<file path="config.mk">
export PLATFORM = sky130hd
export DESIGN_NAME = multicycle_ctrl_p
export DESIGN_NICKNAME = d
export VERILOG_FILES = /design/src/rtl/multicycle_ctrl_p_pkg.sv /design/src/rtl/multicycle_ctrl_p_decode.sv /design/src/rtl/multicycle_ctrl_p.sv
export SDC_FILE = /design/constraint.sdc
export NUM_CORES = 1
export LEC_CHECK = 0
export CAP_MARGIN = 15
export CORE_MARGIN = 4
export CORE_UTILIZATION = 42
export DETAILED_ROUTE_END_ITERATION = 8
export GPL_ROUTABILITY_DRIVEN = 0
export PLACE_DENSITY_LB_ADDON = 0.15
export SKIP_LAST_GASP = 1
export SLEW_MARGIN = 0
export SYNTH_ARGS = -nofsm -noshare
export SYNTH_HDL_FRONTEND = slang
export SYNTH_SLANG_ARGS = --single-unit
</file>
<file path="constraint.sdc">
create_clock -name clk -period 2.65 [get_ports clk]
set_clock_uncertainty 0.2 [all_clocks]
set_input_delay 0.265 -clock clk [delete_from_list [all_inputs] [get_ports clk]]
set_output_delay 0.265 -clock clk [all_outputs]
set_load 0.01 [all_outputs]
</file>
<file path="src/rtl/multicycle_ctrl_p_pkg.sv">
`default_nettype none
// ============================================================================
//  Module      : multicycle_ctrl_p_pkg
//  Description : Shared constants for the multi-cycle control FSM: opcode
//                codes, state encoding, instruction field-offset helpers and
//                bus-mux code helpers.
//  Revision    : 1.0 - initial release
// ============================================================================
package multicycle_ctrl_p_pkg;

    // Opcode field ir[1:0]
    localparam logic [1:0] c_OP_MV  = 2'b00;
    localparam logic [1:0] c_OP_MVI = 2'b01;
    localparam logic [1:0] c_OP_ALU = 2'b10;
    localparam logic [1:0] c_OP_NOP = 2'b11;

    // State encoding
    localparam int         c_ST_W      = 3;
    localparam logic [2:0] c_S_IDLE    = 3'd0;
    localparam logic [2:0] c_S_FETCH   = 3'd1;
    localparam logic [2:0] c_S_LOAD_A  = 3'd2;
    localparam logic [2:0] c_S_LOAD_G  = 3'd3;
    localparam logic [2:0] c_S_WB      = 3'd4;
    localparam logic [2:0] c_S_FIN     = 3'd5;

    // MSB position of the destination register field (top of the word)
    function automatic int rx_msb(input int iw);
        return iw - 1;
    endfunction

    // MSB position of the source register field (just below rx)
    function automatic int ry_msb(input int iw, input int raw);
        return iw - 1 - raw;
    endfunction

    // Bus-mux code selecting the G register
    function automatic int mux_g(input int nregs);
        return nregs;
    endfunction

    // Bus-mux code selecting the external data input
    function automatic int mux_din(input int nregs);
        return nregs + 1;
    endfunction

endpackage
`default_nettype wire

</file>
<file path="src/rtl/multicycle_ctrl_p_decode.sv">
`default_nettype none
// ============================================================================
//  Module      : multicycle_ctrl_p_decode
//  Description : Combinational instruction field extraction plus register
//                index range check (only meaningful for non-power-of-2 NREGS).
//  Revision    : 1.0 - initial release
// ============================================================================
module multicycle_ctrl_p_decode
    import multicycle_ctrl_p_pkg::*;
#(
    parameter  int NREGS = 8,
    parameter  int IW    = 16,
    parameter  int ALU_W = 3,
    localparam int RAW   = $clog2(NREGS)
) (
    input  logic [IW-1:0]    i_ir,
    output logic [RAW-1:0]   o_rx,
    output logic [RAW-1:0]   o_ry,
    output logic [ALU_W-1:0] o_alu,
    output logic [1:0]       o_op,
    output logic             o_bad_idx
);

    localparam int c_RX_MSB = rx_msb(IW);
    localparam int c_RY_MSB = ry_msb(IW, RAW);

    assign o_rx  = i_ir[c_RX_MSB -: RAW];
    assign o_ry  = i_ir[c_RY_MSB -: RAW];
    assign o_alu = i_ir[ALU_W+1:2];
    assign o_op  = i_ir[1:0];

    // Bits between the register and ALU fields carry no meaning here
    logic w_unused;
    assign w_unused = ^i_ir;

    generate
        if ((1 << RAW) == NREGS) begin : g_pow2
            // Every encodable index addresses a real register
            assign o_bad_idx = 1'b0;
        end else begin : g_range
            localparam logic [RAW:0] c_NREGS = (RAW+1)'(NREGS);
            assign o_bad_idx = ({1'b0, o_rx} >= c_NREGS) ||
                               ({1'b0, o_ry} >= c_NREGS);
        end
    endgenerate

endmodule
`default_nettype wire

</file>
<file path="src/rtl/multicycle_ctrl_p.sv">
`default_nettype none
// ============================================================================
//  Module      : multicycle_ctrl_p
//  Description : Parametrised multi-cycle control FSM for the register-file
//                datapath. Latches one instruction per run and sequences the
//                IR / A / G / register-enable strobes, bus mux and ALU op.
//                Optional macro MULTICYCLE_MVI_EN: op 01 becomes MVI (write
//                rx from DIN); otherwise op 01 behaves as NOP.
//  Revision    : 1.0 - initial release
// ============================================================================
module multicycle_ctrl_p
    import multicycle_ctrl_p_pkg::*;
#(
    parameter  int NREGS = 8,
    parameter  int IW    = 16,
    parameter  int ALU_W = 3,
    localparam int RAW   = $clog2(NREGS),
    localparam int MUX_W = $clog2(NREGS + 2)
) (
    input  logic             clk,
    input  logic             reset,
    input  logic             run,
    input  logic [IW-1:0]    instruction,
    output logic             done,
    output logic             busy,
    output logic             err,
    output logic             en_i,
    output logic             en_s,
    output logic             en_c,
    output logic [NREGS-1:0] reg_en,
    output logic [MUX_W-1:0] mux_sel,
    output logic [ALU_W-1:0] alu_sel
);

`ifdef MULTICYCLE_MVI_EN
    localparam logic c_MVI_EN = 1'b1;
`else
    localparam logic c_MVI_EN = 1'b0;
`endif

    localparam logic [MUX_W-1:0] c_MUX_G   = MUX_W'(mux_g(NREGS));
    localparam logic [MUX_W-1:0] c_MUX_DIN = MUX_W'(mux_din(NREGS));

    logic [c_ST_W-1:0] r_state;
    logic [c_ST_W-1:0] w_next;
    logic [IW-1:0]     r_ir;

    // Decode of the live instruction bus, used only to pick the path out of FETCH
    logic [RAW-1:0]   w_f_rx;
    logic [RAW-1:0]   w_f_ry;
    logic [ALU_W-1:0] w_f_alu;
    logic [1:0]       w_f_op;
    logic             w_f_bad;

    // Decode of the latched instruction, drives the datapath controls
    logic [RAW-1:0]   w_rx;
    logic [RAW-1:0]   w_ry;
    logic [ALU_W-1:0] w_alu;
    logic [1:0]       w_op;
    logic             w_bad;

    multicycle_ctrl_p_decode #(
        .NREGS (NREGS),
        .IW    (IW),
        .ALU_W (ALU_W)
    ) u_dec_fetch (
        .i_ir      (instruction),
        .o_rx      (w_f_rx),
        .o_ry      (w_f_ry),
        .o_alu     (w_f_alu),
        .o_op      (w_f_op),
        .o_bad_idx (w_f_bad)
    );

    multicycle_ctrl_p_decode #(
        .NREGS (NREGS),
        .IW    (IW),
        .ALU_W (ALU_W)
    ) u_dec_ir (
        .i_ir      (r_ir),
        .o_rx      (w_rx),
        .o_ry      (w_ry),
        .o_alu     (w_alu),
        .o_op      (w_op),
        .o_bad_idx (w_bad)
    );

    // Only op and range status of the live bus matter for sequencing
    logic w_unused;
    assign w_unused = ^{w_f_rx, w_f_ry, w_f_alu};

    // One-hot write enable for the destination register
    logic [NREGS-1:0] w_onehot;
    assign w_onehot = NREGS'(1) << w_rx;

    // State register and instruction latch (IR captured while in FETCH)
    always_ff @(posedge clk or posedge reset) begin
        if (reset) begin
            r_state <= c_S_IDLE;
            r_ir    <= '0;
        end else begin
            r_state <= w_next;
            if (r_state == c_S_FETCH) begin
                r_ir <= instruction;
            end
        end
    end

    // Next-state selection; dropping run anywhere outside IDLE aborts
    always_comb begin
        w_next = r_state;
        case (r_state)
            c_S_IDLE: begin
                if (run) begin
                    w_next = c_S_FETCH;
                end
            end
            c_S_FETCH: begin
                if (w_f_bad) begin
                    w_next = c_S_FIN;
                end else begin
                    case (w_f_op)
                        c_OP_MV:  w_next = c_S_WB;
                        c_OP_MVI: w_next = c_MVI_EN ? c_S_WB : c_S_FIN;
                        c_OP_ALU: w_next = c_S_LOAD_A;
                        default:  w_next = c_S_FIN;
                    endcase
                end
            end
            c_S_LOAD_A: w_next = c_S_LOAD_G;
            c_S_LOAD_G: w_next = c_S_WB;
            c_S_WB:     w_next = c_S_IDLE;
            c_S_FIN:    w_next = c_S_IDLE;
            default:    w_next = c_S_IDLE;
        endcase
        if (!run && (r_state != c_S_IDLE)) begin
            w_next = c_S_IDLE;
        end
    end

    // Datapath controls decoded purely from state and the latched instruction
    always_comb begin
        done    = 1'b0;
        busy    = (r_state != c_S_IDLE);
        err     = 1'b0;
        en_i    = 1'b0;
        en_s    = 1'b0;
        en_c    = 1'b0;
        reg_en  = '0;
        mux_sel = '0;
        alu_sel = '0;
        case (r_state)
            c_S_FETCH: begin
                en_i = 1'b1;
            end
            c_S_LOAD_A: begin
                en_s    = 1'b1;
                mux_sel = MUX_W'(w_rx);
            end
            c_S_LOAD_G: begin
                en_c    = 1'b1;
                mux_sel = MUX_W'(w_ry);
                alu_sel = w_alu;
            end
            c_S_WB: begin
                reg_en = w_onehot;
                done   = 1'b1;
                if (w_op == c_OP_ALU) begin
                    mux_sel = c_MUX_G;
                end else if (w_op == c_OP_MVI) begin
                    mux_sel = c_MUX_DIN;
                end else begin
                    mux_sel = MUX_W'(w_ry);
                end
            end
            c_S_FIN: begin
                done = 1'b1;
                err  = w_bad;
            end
            default: begin
                busy = 1'b0;
            end
        endcase
    end

endmodule
`default_nettype wire

</file>
# Yosys cells after proc, flatten, opt, wreduce, memory -nomap -nowiden
# Index checks and enable logic that the tools add are counted.
# totals
ff_bits	19
inputBits	19
out_inout_bits	21
wordCells	33
# op_classes
n_eq_ne	9
shift	1
mux	14
reduce_logical	7
# op_table
op	n
$pmux 3 s4	1
$pmux 4 s3	1
$mux 3	3
$mux 4	2
$mux 8	1
$shl 1x3->8 const A	1
$eq 3x2->1 const B	2
$eq 3x3->1 const B	2
$pmux 3 s2	1
$mux 1	5
$reduce_or 5->1	1
$eq 2x2->1 const B	2
$eq 3x1->1 const B	1
$logic_not 3->1	1
$ne 3x3->1 const B	1
$reduce_bool 3->1	1
$eq 2x1->1 const B	1
$logic_not 2->1	1
$reduce_or 2->1	1
$logic_and 1x1->1	1
$logic_not 1->1	1

# Depth between registers and ports, before layout
# depth
depth_word	4
mapped_depth	5
ltp_nobuf	5

# By module
# Synthesis repeated with hierarchy kept, for this count alone.
# unflattened
hier_cells	113
area_unflattened_um2	1174.9
# by_module_without_submodules
mod	instances	cells_each	area_each_um2	seq_area_each_um2
multicycle_ctrl_p	1	87	987.2	475.5
multicycle_ctrl_p_decode	2	13	93.8	0.0

# Least setup slack after synthesis
# No wires, ideal clock.
# synth_path
path_kind	register to output
startpoint	register r_state[0]
endpoint	output port mux_sel[0]
arrival_ps	1292
required_ps	2185
path_slack_ps	893
path_stages_with_launch	5
path_buffers	1
path_cell_list	dfrtp_1 -> buf_4 -> nor3b_1 -> a22oi_1 -> nand2_1
# synth_via
elab_chain_len	2
elab_cells_between_ends	4
cone_classes	3 x eq/ne; 1 x mux
# synth_lines
element	line_no	rtl
from (decl)	multicycle_ctrl_p.sv:44	logic [c_ST_W-1:0] r_state;
from (signal assigned)	multicycle_ctrl_p.sv:99	r_state <= c_S_IDLE;
from (signal assigned)	multicycle_ctrl_p.sv:102	r_state <= w_next;
$eq 3x3->1 / $eq 3x2->1 (equally long branches)	multicycle_ctrl_p.sv:152	case (r_state)
$pmux 4 s3 (*)	multicycle_ctrl_p.sv:152	
to (decl)	multicycle_ctrl_p.sv:31	output logic [MUX_W-1:0] mux_sel,
# Mark *: on every way between the ends. The rest lies on a longest branch, timed or not.

# Final worst setup path
# layout_path
startpoint	register r_state[1]
endpoint	output port mux_sel[0]
# Same word-level chain as after synthesis.

==> impl_results.md <==
* Cell internal pwr at 0.0003956 W
* Largest cells by area after synthesis: dfrtp_1 (44%), mux2_1 (7.0%), mux2_2 (5.6%), nand2b_1 (3.9%), nor2_1 (3.3%)
* Post-Route M1 WL at 728 um
* Number of global-route vias before repair at 637
* Worst path bufs/invs at 1
* Status: finished, final reports clean
* Most instantiated cells after synthesis: dfrtp_1 (14), nor2_1 (7), mux2_1 (5), nand2_1 (5), nand2b_1 (5)
* Clock tree sinks at 14
* Sw power at 0.0001606 W
* Mapped cell area at 802.0 um^2
* Clock power share at 20.7%
* Final hold slack at 0.1237 ns
* Ports at 40
* CP max FO at 11
* Core ar. at 0.001764 mm^2
* I/O Buffers at 33
* Sequential cell area at 350.3 um^2
* Fin nets at 132
* CTS tree: done
* Post-CTS setup buffers at 0
* Max Slew Vio Count at 0
* Unique masters post-synth at 26
* Avg Cell Area, Syn at 10.42 um^2
* Sw frac at 28.87%
* Antenna violations before repair at 0
* N_diodes at 0
* Placed cell areas at 0.001132 mm^2
* Max-cap violation count at 0
* Count leader, synth: dfrtp_1
* Root Driver: clkbuf_4
* Seq cells post-synth at 14
* Fin. Hold Viols at 0
* Antenna viol nets, final at 0
* Share of cells above drive strength 1 at 11.01%
* Hold Crit Class: in2async
* Max Used Layer: met3
* Sequential power share at 52.2%
* Crit. End Element: primary output
* Dpl cells at 131
* Peak supply drop at 375.2 uV
* Fillers at 163
* Die Y at 51.70 um
* Avg Vias per Cell at 4.896
* DRC errors left at 0
* Synthesized instance count at 77
* Final non-filler cell total at 134
* Gr ovfl total at 0
* Largest buffer count on any clock path at 2
* Met3 WL at 132 um
* Combinational group share of total power at 27.1%
* Sequential cell area fraction in the yosys report at 43.68%
* Final instance area at 0.001169 mm^2
* Async S/R FF share, synth at 100.0%
* Wire per inst at 13.04 um
* Max transition margin at 64.29%
* H-tree levels at 1
* Final worst-path cycle share at 93.80%
* Max Freq at 0.4023 GHz
* Primary FF master, synth: dfrtp_1
* Num rows at 15
* Post-Route WL at 1.748 mm
* Worst setup SP type: register
* Yosys top cell area share at 43.68%
* Pin count of the biggest net entering global routing at 15
* Pwr Density at 475.9 mW/mm^2
* DRT Pass-1 Iters at 4
* Cell Chain, Critical Path: nor3b_2, a22oi_1, nand2_1, clkdlybuf4s50_1
* Die area at 0.002673 mm^2
* Yosys warns at 0
* Worst-margin pin slew at 0.5350 ns
* Post-route setup TNS at 0 ns
* Area of the multi-input gates at 411.6 um^2
* Lkg Pwr at 0.4859 nW
* Tmin final at 2.486 ns
* Clock slew at reported path FFs at 0.08 ns
* Slowest cell on the critical path: dfrtp_1
* Syn nets at 98
* Latest clock arrival within the worst-skew pair at 0.27 ns
* Critical path arrival at 2.02 ns
* Dpl hpwl at 1.349 mm
* Tot GR Track Use at 14.43%
* RSZ-0062 raised after global routing: no
* Met2 WL post-DR at 887 um
* Final-report setup violation count at 0
* Starting density of the core at 45.46%
* First-pass GRT wire length at 2.856 mm
* CP peak stage delay at 0.61 ns
* Number of flops mapped to enable cells by yosys at 0
* Area grow syn2layout at 45.71%
* WP data required at 2.18 ns
* Critical path class: reg2out
* Cell taking the most area after synthesis: dfrtp_1
* Cts bufs inserted at 3
* DR iter-0 viols at 4
* Crit path max-delay family: flip-flops
* Die width at 51.70 um
* Via count at 656
[timing repair]
item                                    CTS  global route
endpoints found under the setup margin    0             3
hold endpoints to repair                  0             0
resized for setup                         0             2
hold buffers                              0             0
[power groups by stage]
stage	sequential (W)	clock, W	combinational (W)
2_1_floorplan	0.000279	0	0.000101
3_3_place_gp	0.000292	0	0.000146
3_5_place_dp	0.000294	0	0.000150
4_1_cts	0.000289	0.000124	0.000151
5_1_grt	0.000298	0.000136	0.000168
6_report	0.000290	0.000115	0.000150
[metrics by stage]
stage,setup WS [ns],util [%],power (W)
after floorplan,0.8926,-,0.0003800
after global placement,0.4116,64.18,0.0004375
after detailed placement,0.3994,64.18,0.0004439
after CTS,0.05271,65.46,0.0005639
after global routing,0.004681,66.24,0.0006023
final,0.1642,66.24,0.0005562
[registers in the layout, indices dropped and copies added (netlist names)]
register and flops:
r_ir 11, r_state 3
[kinds of logic after synthesis]
family	count (synthesis)	share of synthesized area [%]
flip-flops	14	43.68
adder cells (fa/ha/maj)	2	3.120
AO/OA/AOI/OAI	9	7.177
AND/OR/NAND/NOR	32	24.96
buffers and inverters	9	6.707
other	1	0.4676
multiplexers	10	13.88
[routing by layer]
metal | vias up | global-route usage [%]
li1 | 323 | -
met1 | 313 | 18.13
met2 | 20 | 22.67
met3 | 0 | 6.877
met4 | 0 | 2.620
met5 | - | 0
[final cells by class]
cell class,count,share of cell area [%]
clock buffers,3,1.927
inverters,4,1.285
well taps,25,2.677
repair buffers,34,28.91
flip-flops and latches,14,29.98
multi-input cells,54,35.22
[worst paths after layout]
kind	start	to	slack (ns)	depth (start not counted)
setup / recovery	r_state[1]	mux_sel[0]	0.16	4
hold / removal	reset	r_ir[13]	0.12	2
setup reg to reg	r_state[0]	r_ir[4]	0.86	3
hold reg to reg	r_ir[10]	r_ir[10]	0.29	1
max in group asynchronous	reset	r_ir[10]	1.77	2
min in group clk	r_ir[10]	r_ir[10]	0.29	1
[placed cells by master (no fill, tap or decap), drive strengths merged, types with 3 or more instances in the layout]
cell type and instances:
inv 4, dfrtp 14, clkbuf 3, nand2b 5
nor3b 5, nor2 7, nor3 3, mux2 9
nand2 5, o21ai 3, and2 3, clkdlybuf4s50 33
Power figures use the tool's default switching activity.
